File: src/rtl/count_hex_display.sv
// ---------------------------------------------------------------------------
// count_hex_display
//
// Converts an unsigned binary count to four BCD digits with an iterative
// double-dabble FSM and drives four active-low seven-segment displays.
// A conversion starts automatically whenever the input value or the
// blanking mode differs from the last converted pair (or after reset).
// The HEX outputs only change when a conversion completes, so a partially
// converted number is never shown.
//
// Ports
//   CLOCK_50  in   1      board clock, rising-edge active
//   Resetn    in   1      asynchronous active-low reset
//   value     in   WIDTH  unsigned binary count
//   blank_lz  in   1      1 = blank leading zeros (units digit always shown)
//   HEX0..3   out  7      units..thousands, active-low, bit0=a .. bit6=g
//   busy      out  1      high while a conversion is in progress
//   done      out  1      one-cycle pulse on the cycle HEX outputs update
// ---------------------------------------------------------------------------
module count_hex_display #(
    parameter int WIDTH  = 10,   // 1..13 so four decimal digits suffice
    parameter int DIGITS = 4     // fixed at 4 displays
) (
    input  logic             CLOCK_50,
    input  logic             Resetn,
    input  logic [WIDTH-1:0] value,
    input  logic             blank_lz,
    output logic [6:0]       HEX0,
    output logic [6:0]       HEX1,
    output logic [6:0]       HEX2,
    output logic [6:0]       HEX3,
    output logic             busy,
    output logic             done
);

    localparam int              BCDW = 4 * DIGITS;
    localparam int              CW   = (WIDTH < 2) ? 1 : $clog2(WIDTH + 1);
    localparam logic [CW-1:0]   LAST = CW'(WIDTH - 1);
    localparam logic [6:0]      SEG_BLANK = 7'h7F;

    typedef enum logic [1:0] {
        IDLE   = 2'd0,
        SHIFT  = 2'd1,
        UPDATE = 2'd2
    } state_t;

    state_t             state_q;
    logic [WIDTH-1:0]   shift_q;
    logic [BCDW-1:0]    bcd_q;
    logic [CW-1:0]      cnt_q;
    logic [WIDTH-1:0]   shadow_val_q;
    logic               shadow_lz_q;
    logic               valid_q;
    logic [6:0]         hex_q [DIGITS];
    logic               busy_q;
    logic               done_q;

    logic [BCDW-1:0]    bcd_adj_d;
    logic [6:0]         seg_d [DIGITS];
    logic               blank_d [DIGITS];
    logic               need_conv_d;

    // Active-low segment pattern for one BCD digit; non-decimal codes blank.
    function automatic logic [6:0] seg7(input logic [3:0] d);
        case (d)
            4'd0:    seg7 = 7'h40;
            4'd1:    seg7 = 7'h79;
            4'd2:    seg7 = 7'h24;
            4'd3:    seg7 = 7'h30;
            4'd4:    seg7 = 7'h19;
            4'd5:    seg7 = 7'h12;
            4'd6:    seg7 = 7'h02;
            4'd7:    seg7 = 7'h78;
            4'd8:    seg7 = 7'h00;
            4'd9:    seg7 = 7'h10;
            default: seg7 = SEG_BLANK;
        endcase
    endfunction

    // Double-dabble correction: any nibble >= 5 gets +3 before the shift so
    // that the doubling carries correctly into the next decimal digit.
    generate
        for (genvar gi = 0; gi < DIGITS; gi++) begin : g_adj
            assign bcd_adj_d[4*gi +: 4] = (bcd_q[4*gi +: 4] >= 4'd5)
                                        ? bcd_q[4*gi +: 4] + 4'd3
                                        : bcd_q[4*gi +: 4];
        end
    endgenerate

    // Leading-zero blanking: a digit blanks only if it and every more
    // significant digit are zero. The units digit is never blanked.
    logic zero3, zero32, zero321;
    assign zero3   = (bcd_q[15:12] == 4'd0);
    assign zero32  = zero3  && (bcd_q[11:8] == 4'd0);
    assign zero321 = zero32 && (bcd_q[7:4]  == 4'd0);

    assign blank_d[0] = 1'b0;
    assign blank_d[1] = shadow_lz_q && zero321;
    assign blank_d[2] = shadow_lz_q && zero32;
    assign blank_d[3] = shadow_lz_q && zero3;

    generate
        for (genvar gi = 0; gi < DIGITS; gi++) begin : g_seg
            assign seg_d[gi] = blank_d[gi] ? SEG_BLANK : seg7(bcd_q[4*gi +: 4]);
        end
    endgenerate

    assign need_conv_d = !valid_q || (value != shadow_val_q)
                                  || (blank_lz != shadow_lz_q);

    always_ff @(posedge CLOCK_50 or negedge Resetn) begin
        if (!Resetn) begin
            state_q      <= IDLE;
            shift_q      <= '0;
            bcd_q        <= '0;
            cnt_q        <= '0;
            shadow_val_q <= '0;
            shadow_lz_q  <= 1'b0;
            valid_q      <= 1'b0;
            busy_q       <= 1'b0;
            done_q       <= 1'b0;
            for (int i = 0; i < DIGITS; i++) hex_q[i] <= SEG_BLANK;
        end else begin
            case (state_q)
                IDLE: begin
                    done_q <= 1'b0;
                    if (need_conv_d) begin
                        shift_q      <= value;
                        shadow_val_q <= value;
                        shadow_lz_q  <= blank_lz;
                        bcd_q        <= '0;
                        cnt_q        <= '0;
                        busy_q       <= 1'b1;
                        state_q      <= SHIFT;
                    end
                end
                SHIFT: begin
                    {bcd_q, shift_q} <= {bcd_adj_d, shift_q} << 1;
                    cnt_q            <= cnt_q + 1'b1;
                    if (cnt_q == LAST) state_q <= UPDATE;
                end
                UPDATE: begin
                    for (int i = 0; i < DIGITS; i++) hex_q[i] <= seg_d[i];
                    valid_q <= 1'b1;
                    done_q  <= 1'b1;
                    busy_q  <= 1'b0;
                    state_q <= IDLE;
                end
                default: state_q <= IDLE;
            endcase
        end
    end

    assign HEX0 = hex_q[0];
    assign HEX1 = hex_q[1];
    assign HEX2 = hex_q[2];
    assign HEX3 = hex_q[3];
    assign busy = busy_q;
    assign done = done_q;

endmodule

File: config.mk
export PLATFORM = sky130hd
export DESIGN_NAME = count_hex_display
export DESIGN_NICKNAME = d
export VERILOG_FILES = /design/src/rtl/count_hex_display.sv
export SDC_FILE = /design/constraint.sdc
export NUM_CORES = 1
export LEC_CHECK = 0
export BUFFER_PORTS_ARGS = -buffer_cell sky130_fd_sc_hd__buf_2
export CAP_MARGIN = 5
export CORE_MARGIN = 2
export CORE_UTILIZATION = 45
export CTS_BUF_LIST = sky130_fd_sc_hd__clkbuf_8
export DETAILED_ROUTE_END_ITERATION = 12
export GPL_ROUTABILITY_DRIVEN = 0
export GPL_TIMING_DRIVEN = 0
export PLACE_DENSITY = 0.6
export SLEW_MARGIN = 20
export SYNTH_ARGS = -nofsm -noshare
export SYNTH_HDL_FRONTEND = slang
export SYNTH_SLANG_ARGS = --single-unit
File: constraint.sdc
create_clock -name CLOCK_50 -period 5.4 [get_ports CLOCK_50]
set_input_delay 1.08 -clock CLOCK_50 [delete_from_list [all_inputs] [get_ports CLOCK_50]]
set_output_delay 1.08 -clock CLOCK_50 [all_outputs]
set_load 0.1 [all_outputs]
==> flow_summary.json, run 1 <==
{
  "outcome": "completed",
  "period_minus_slack_ps": 2400,
  "drive_above_1_share": 0.238,
  "firstDrtPassIters": 4,
  "synth_top_family_by_area": "compound AO/OA/AOI/OAI gates",
  "fp.dieH_um": 100,
  "avgViaCountPerCell": 5.45,
  "cpLargestDelayFamily": "compound AO/OA/AOI/OAI gates",
  "coreArea_um2": 9150,
  "cp.required_ps": 5670,
  "reg2reg_from": "bcd_q[12]$_DFFE_PN0P_",
  "synthFlopType": "dfrtp_1",
  "crit_path_max_incr_delay_ps": 730,
  "grt_overflow": 0,
  "cts_sinks": 74,
  "min_path_type": "flip-flop to flip-flop",
  "initialDrtViolationCount": 144,
  "worstSkewPairLatency_ps": 330,
  "use_met3": 0.0257,
  "antenna_found_initial": 0,
  "insertedDiodeCount": 0,
  "slowest_stage": "o41ai_4",
  "hold_path_end": "HEX0[3]$_DFFE_PN1P_",
  "synth.area.mux_share": 0.0355,
  "hold_path_depth": 2,
  "syn_inst": 420,
  "ys_warn_count": 0,
  "holdWs_ps": 473,
  "synth_xor_area_frac": 0.0332,
  "area_delta_synth_final_pct": 13.4,
  "finalHoldViolCount": 0,
  "wl_per_cell_um": 15.8,
  "vias": 3216,
  "yosys.area_share.adder": 0.0717,
  "worstMarginPinSlew_ps": 683,
  "grt_usage": 0.198,
  "crit_path_end_kind": "flip-flop",
  "critPathMaxFanout": 7,
  "synth_seq_cells": 74,
  "critPathKind": "primary input to flip-flop",
  "drcViolationCount": 0,
  "grt_util_met2": 0.319,
  "numPortBuffers": 42,
  "fin_util": 0.519,
  "grt_use_met1": 0.273,
  "grt_setup_unrepaired": "false",
  "tns_ps": 0,
  "min_from": "HEX0[3]$_DFFE_PN1P_",
  "cts_setup_buffers": 0,
  "reg2reg_to": "HEX1[0]$_DFFE_PN1P_",
  "die_w_um": 100,
  "r2r_slack_ps": 3220,
  "die_area_um2": 10100,
  "relSlewSlack": 0.543,
  "grt_pass1_vias": 3239,
  "fin_nets": 511,
  "boundaryPins": 43,
  "start_util": 0.458,
  "busiest_layer": "met2",
  "crit_arrival_ps": 2660,
  "grt_start_max_net_pins": 39,
  "syn_area_per_cell_um2": 9.97,
  "synth_compound_area_frac": 0.212,
  "clock_path_buffers": 2,
  "synthArstFlopShare": 1.00,
  "cap_violations": 0,
  "synthSimpleGateAreaFrac": 0.155,
  "netlist_area_um2": 4190,
  "cts.htree.levels": 3,
  "cp_num_buf_inv": 1,
  "grt_pass1_wl_mm": 15.8,
  "crit_chain": "buf_2 -> xnor2_1 -> nand4_2 -> o41ai_4 -> a22o_1",
  "yosysUniqueCellTypes": 51,
  "cp-startpoint": "value[1]",
  "drv_slew": 0,
  "cts_hold_buf": 0,
  "numCtsBuffers": 9,
  "clk_pin_slew_ps": 80,
  "synth_seq_area_share": 0.450,
  "cts-root-buf": "clkbuf_8",
  "synth_edf_count": 0,
  "reg2regPathDepth": 6,
  "cts_resized": 0,
  "dp_hpwl_mm": 6.63,
  "syn-num-nets": 457,
  "fin_skew_ps": 7.26,
  "timing.fmax_mhz": 418,
  "setup_viol": 0,
  "totalWireLength_mm": 9.30,
  "period_share": 0.444,
  "startpoint_type": "primary input",
  "drtAntennaViolNets": 0,
  "cts_tree": "done",
  "row_count": 35
}
how the worst max path moves through the flow:
stage	to	slack, ps	cells past startpoint
2_1_floorplan	shadow_val_q[0]$_DFFE_PN0P_	3070	4
3_3_place_gp	shadow_val_q[1]$_DFFE_PN0P_	2700	5
3_5_place_dp	shadow_val_q[0]$_DFFE_PN0P_	2680	5
4_1_cts	HEX0[2]	3000	1
5_1_grt	cnt_q[2]$_DFFE_PN0P_	2950	5
6_report	bcd_q[10]$_DFFE_PN0P_	3000	5
per-stage QoR:
stage,worst slack (ps),instance area (µm²),cells
5_1_grt,2950,4750,590
3_3_place_gp,2700,4540,573
4_1_cts,3000,4750,590
6_report,3000,4750,590
3_5_place_dp,2680,4560,574
2_1_floorplan,3070,4190,420
area by class of cell:
| type | instances | area [µm²] |
|---|---|---|
| plain buffers | 24 | 106 |
| clock buffers | 10 | 138 |
| clock inverters | 6 | 51.3 |
| fillers | 872 | 4400 |
| inverters | 19 | 71.3 |
| multi-input cells | 303 | 2120 |
| flip-flops and latches | 74 | 1890 |
| well taps | 111 | 139 |
| repair buffers | 43 | 233 |
cell usage in the layout (no fill, tap or decap), types with 3 or more instances in the layout:
cell type  synthesis  final
nand2_1           48     48
nor3b_1            4      4
buf_2              7     48
dfrtp_1           46     46
a22oi_1            6      6
mux2i_1            7      7
nand3_1            4      4
nand2b_1           9      9
clkbuf_8           0     10
mux2_1             3      3
a31oi_1            7      7
o21ai_0           21     21
dfstp_2           28     28
a221o_1            3      3
o22ai_2            9      9
clkbuf_1          15     15
o211ai_1           9      9
xnor2_1           14     14
nand4_1            7      7
o22a_1             9      9
ha_1              24     24
a21oi_1           29     29
inv_1             18     21
nor3_1             8      8
a22o_1             9      9
o31ai_1            6      6
nor2b_1           12     12
nor2_1            28     28
a211oi_1           4      4
registers in the layout (all words and copies together) (netlist names):
register and count:
shift_q 10, bcd_q 16, HEX3 7, done 1, shadow_val_q 10, HEX0 7, valid_q 1, shadow_lz_q 1
state_q 2, cnt_q 4, HEX1 7, HEX2 7, busy 1
synth_stat cells, drive strengths merged, types with 3 or more instances:
cell     n  area share
nand2   48       0.043
dfrtp   46        0.27
a21oi   29       0.035
dfstp   28        0.18
nor2    28       0.025
ha      24       0.072
o21ai   21       0.025
inv     18       0.016
clkbuf  15       0.013
xnor2   15       0.033
nor2b   12       0.018
a22o     9       0.019
buf      9       0.012
nand2b   9       0.013
nand4    9       0.016
nor3     9       0.012
o211ai   9       0.016
o22a     9       0.019
o22ai    9       0.027
a31oi    8       0.016
mux2i    8       0.022
o31ai    7       0.014
a22oi    6       0.011
mux2     5       0.013
a211oi   4      0.0072
nand3    4      0.0048
nor3b    4      0.0072
a221o    3      0.0072
and4     3      0.0066
metal layers:
metal / wire length [µm] / vias up / share of wire
li1: - / 1605 / -
met1: 4600 / 1547 / 0.49
met5: 0 / - / 0
met2: 4390 / 54 / 0.47
met3: 177 / 10 / 0.019
met4: 137 / 0 / 0.015
cell families (layout without fill, tap and decap cells):
| kind of cell | count (synthesis) | in the layout |
|---|---|---|
| adders and majority gates | 24 | 24 |
| and+or+nand+nor | 131 | 131 |
| muxes | 13 | 13 |
| AOI/OAI and AO/OA | 120 | 120 |
| buffers and inverters | 43 | 102 |
| xor gates and xnor gates | 15 | 15 |
| DFF | 74 | 74 |
worst register-to-register path: stages, from the launching register on:
cell and delay, ps:
dfrtp_1 430, inv_1 170, ha_1 300, nor4bb_1 530
and3_1 360, a31o_2 210, o22a_1 140
Power of run 1 is not shown: default switching activity piles up to over one toggle a cycle in this logic, so the estimate is an artifact.
==> run 2, diff against run 1 <==
Settings changed: PLACE_DENSITY 0.6 to 0.62.
Clock period 5.4 ns to 2.18 ns, I/O delays scaled along.
==> flow_summary.json, run 2 (synthesized netlist as in run 1, its figures left out) <==
{
  "outcome": "completed",
  "cts-root-buf": "clkbuf_8",
  "cp.required_ps": 2420,
  "cts_hold_buf": 0,
  "cap_violations": 0,
  "clk_pin_slew_ps": 80,
  "die_w_um": 100,
  "timing.fmax_mhz": 507,
  "reg.largest.list": "bcd_q: 16 flops, shadow_val_q: 10 flops, shift_q: 10 flops",
  "coreArea_um2": 9150,
  "cts_setup_buffers": 0,
  "grt_usage": 0.200,
  "die_area_um2": 10100,
  "largest_register_ffs": 16,
  "tns_ps": 0,
  "crit_path_end_kind": "flip-flop",
  "startpoint_type": "flip-flop",
  "setup_viol": 0,
  "drcViolationCount": 0,
  "drive_above_1_share": 0.242,
  "period_minus_slack_ps": 1970,
  "finalHoldViolCount": 0,
  "crit_arrival_ps": 2210,
  "dp_hpwl_mm": 6.61,
  "period_share": 0.904,
  "area_delta_synth_final_pct": 15.0,
  "clock_path_buffers": 2,
  "grt_setup_unrepaired": "false",
  "min_path_type": "primary input to asynchronous set/reset pin",
  "wl_per_cell_um": 15.6,
  "avgViaCountPerCell": 5.57,
  "grt_pass1_vias": 3230,
  "numPortBuffers": 42,
  "fp.dieH_um": 100,
  "antenna_found_initial": 0,
  "cts_tree": "done",
  "vias": 3286,
  "start_util": 0.458,
  "fin_nets": 511,
  "fin_skew_ps": 13.7,
  "worstMarginPinSlew_ps": 680,
  "boundaryPins": 43,
  "grt_pass1_wl_mm": 15.8,
  "top_register": "bcd_q",
  "critPathKind": "flip-flop to flip-flop",
  "fillers": 860,
  "firstDrtPassIters": 4,
  "drtAntennaViolNets": 0,
  "final_cell_mix": "nand2_1 (48), buf_2 (48), dfrtp_1 (46)",
  "numCtsBuffers": 9,
  "row_count": 35,
  "cts.htree.levels": 3,
  "grt_start_max_net_pins": 44,
  "initialDrtViolationCount": 123,
  "critPathMaxFanout": 10,
  "relSlewSlack": 0.547,
  "totalWireLength_mm": 9.22,
  "drv_slew": 0,
  "cts_sinks": 74,
  "insertedDiodeCount": 0,
  "worstSkewPairLatency_ps": 360,
  "grt_overflow": 0
}
[run 2: changes by cell type in the layout (fill, tap and decap cells not counted)]
cell       before  now
clkinv_2        2    1
buf_16          0    1
nor4bb_4        0    1
bufinv_16       1    3
clkbuf_8       10    9
clkinv_4        0    1
inv_1          21   20
nor4bb_1        1    0
buf_12          1    0
[run 2: worst max-delay path, stage by stage, from the launching register on]
cell	delay, ps
dfrtp_1	360
clkbuf_1	210
or2_2	340
clkbuf_1	230
a31oi_4	330
mux2_2	380
[run 2: final cells by class]
type                            instances  area (µm²)  area share
Timing Repair Buffer                   43         240      0.0499
Multi-Input combinational cell        303        2140       0.444
Sequential cell                        74        1890       0.392
Buffer                                 24         106      0.0221
Clock inverter                          7         111      0.0231
Tap cell                              111         139      0.0288
Inverter                               19        71.3      0.0148
Clock buffer                            9         124      0.0257
[run 2: through the flow]
stage | util | setup WS, ps | hold slack (ps) | instances | instance area, µm²
after floorplan | - | 492 | 140 | 420 | 4190
after global placement | 0.496 | 127 | 462 | 573 | 4540
after detailed placement | 0.499 | 65.0 | 413 | 574 | 4570
after CTS | 0.525 | 35.2 | 26.7 | 590 | 4800
after global routing | 0.526 | 41.7 | 39.7 | 590 | 4820
final | 0.526 | 208 | 23.0 | 590 | 4820
[run 2: worst paths after layout]
| kind | start | endpoint | slack (ps) | depth (start not counted) |
|---|---|---|---|---|
| setup / recovery | state_q[1]$_DFFE_PN0P_ | shadow_val_q[9]$_DFFE_PN0P_ | 210 | 5 |
| hold / removal | Resetn | done$_DFFE_PN0P_ | 20 | 1 |
| setup reg to reg | state_q[1]$_DFFE_PN0P_ | shadow_val_q[9]$_DFFE_PN0P_ | 210 | 5 |
| hold reg to reg | HEX0[5]$_DFFE_PN1P_ | HEX0[5]$_DFFE_PN1P_ | 470 | 2 |
| max in group asynchronous | Resetn | HEX0[1]$_DFFE_PN1P_ | 1550 | 2 |
| min in group CLOCK_50 | value[7] | shadow_val_q[7]$_DFFE_PN0P_ | 330 | 3 |
[run 2: routing by layer]
| layer | part of all wire | global-route usage |
|---|---|---|
| met5 | 0 | 0 |
| met3 | 0.034 | 0.0319 |
| met1 | 0.48 | 0.283 |
| met4 | 0.015 | 0.0727 |
| met2 | 0.47 | 0.312 |
[run 2: timing repair]
item | in CTS | in global routing
hold endpoints to repair | 0 | 0
resized for setup | 0 | 2
setup endpoints to repair | 0 | 12
Power of run 2 is left out for the same reason.
==> run 3, diff against run 2 <==
Settings changed: BUFFER_PORTS_ARGS -buffer_cell sky130_fd_sc_hd__buf_2 to unset, CORE_MARGIN 2 to 1.5, DONT_BUFFER_PORTS set to 1, PLACE_DENSITY 0.62 to 0.58.
==> flow_summary.json, run 3 (synthesized netlist as in run 1, its figures left out) <==
{
  "avgViaCountPerCell": 5.83,
  "startpoint_type": "flip-flop",
  "grt_util_met2": 0.332,
  "die_w_um": 99.5,
  "cp_num_buf_inv": 2,
  "cts_tree": "done",
  "dp_hpwl_mm": 6.48,
  "timing.fmax_mhz": 504,
  "area_delta_synth_final_pct": 8.99,
  "drv_slew": 0,
  "grt_overflow": 0,
  "row_count": 35,
  "firstDrtPassIters": 4,
  "worstSkewPairLatency_ps": 350,
  "grt_usage": 0.206,
  "start_util": 0.458,
  "relSlewSlack": 0.406,
  "min_path_type": "primary input to flip-flop",
  "final_cell_mix": "nand2_1 (48), dfrtp_1 (46), a21oi_1 (29)",
  "period_share": 0.911,
  "crit_path_max_incr_delay_ps": 380,
  "boundaryPins": 43,
  "final_common_cell": "nand2_1",
  "holdWs_ps": 209,
  "cap_violations": 0,
  "drtAntennaViolNets": 0,
  "cts_sinks": 74,
  "cp.required_ps": 2420,
  "critPathKind": "flip-flop to flip-flop",
  "antenna_found_initial": 0,
  "crit_top_cell": "clkbuf_1",
  "busiest_layer": "met2",
  "numPortBuffers": 0,
  "finalHoldViolCount": 0,
  "grt_pass1_wl_mm": 15.8,
  "outcome": "completed",
  "wl_per_cell_um": 17.3,
  "clk_pin_slew_ps": 80,
  "cpLargestDelayFamily": "buffers and inverters",
  "vias": 3201,
  "slowest_stage": "mux2_2",
  "drive_above_1_share": 0.171,
  "critPathMaxFanout": 10,
  "setup_viol": 0,
  "drcViolationCount": 0,
  "die_area_um2": 9900,
  "grt_setup_unrepaired": "false",
  "grt_pass1_vias": 3115,
  "initialDrtViolationCount": 133,
  "fin_skew_ps": 12.3,
  "fp.dieH_um": 99.5,
  "largest_register_ffs": 16,
  "insertedDiodeCount": 0,
  "grt_use_met1": 0.277,
  "grt_start_max_net_pins": 75,
  "tns_ps": 0,
  "totalWireLength_mm": 9.48,
  "period_minus_slack_ps": 1990,
  "cts_setup_buffers": 0,
  "cts-root-buf": "clkbuf_8",
  "cts.htree.levels": 3,
  "fin_nets": 470,
  "crit_chain": "clkbuf_1 -> or2_2 -> clkbuf_1 -> a31oi_4 -> mux2_2",
  "clock_path_buffers": 2,
  "top_register": "bcd_q",
  "coreArea_um2": 9150,
  "crit_path_end_kind": "flip-flop",
  "reg.largest.list": "bcd_q: 16 flops, shadow_val_q: 10 flops, shift_q: 10 flops",
  "numCtsBuffers": 9,
  "use_met3": 0.0450,
  "worstMarginPinSlew_ps": 891,
  "crit_arrival_ps": 2220
}
run 3: cell count changes in the layout (fill, tap and decap cells not counted), sizes merged:
cell | before | now
clkinv | 3 | 5
bufinv | 3 | 1
inv | 20 | 19
dlygate4sd3 | 0 | 1
clkinvlp | 0 | 1
buf | 52 | 10
run 3: final cells by class:
type	instances	area (µm²)
multi-input combinational	303	2140
inverter	19	71.3
clock buffer	9	124
fill	893	4590
sequential	74	1890
tap	111	139
clock inverter	7	61.3
buffer	24	106
timing repair buffer	2	37.5
run 3: through the flow:
stage	utilization	worst slack (ps)	instances	instance area, µm²
3_3_place_gp	0.473	29.6	531	4330
5_1_grt	0.499	3.64	549	4570
4_1_cts	0.498	153	549	4560
2_1_floorplan	-	492	420	4190
3_5_place_dp	0.473	7.40	531	4330
6_report	0.499	195	549	4570
run 3: repair_timing:
item	4_1_cts	5_1_grt
setup endpoints to repair	1	11
gates cloned	0	0
hold buffers	2	0
gates resized for setup	1	1
endpoints found under the hold margin	74	0
run 3: worst paths after layout:
check	slack [ps]	cells after the start	endpoint	start
worst max-delay path	190	5	shadow_val_q[9]$_DFFE_PN0P_	state_q[1]$_DFFE_PN0P_
worst min-delay path	210	2	shadow_val_q[2]$_DFFE_PN0P_	value[2]
worst max register to register	190	5	shadow_val_q[9]$_DFFE_PN0P_	state_q[1]$_DFFE_PN0P_
worst min register to register	500	2	shadow_val_q[4]$_DFFE_PN0P_	shadow_val_q[4]$_DFFE_PN0P_
max in group asynchronous	1180	2	HEX2[3]$_DFFE_PN1P_	Resetn
min in group asynchronous	650	2	bcd_q[15]$_DFFE_PN0P_	Resetn
run 3: routing by layer:
layer / wire [µm] / vias up / share of wire
met5: 0 / - / 0
met4: 119 / 0 / 0.013
met3: 306 / 9 / 0.032
met2: 4530 / 52 / 0.48
met1: 4520 / 1608 / 0.48
li1: - / 1532 / -
Power of run 3 is left out for the same reason.
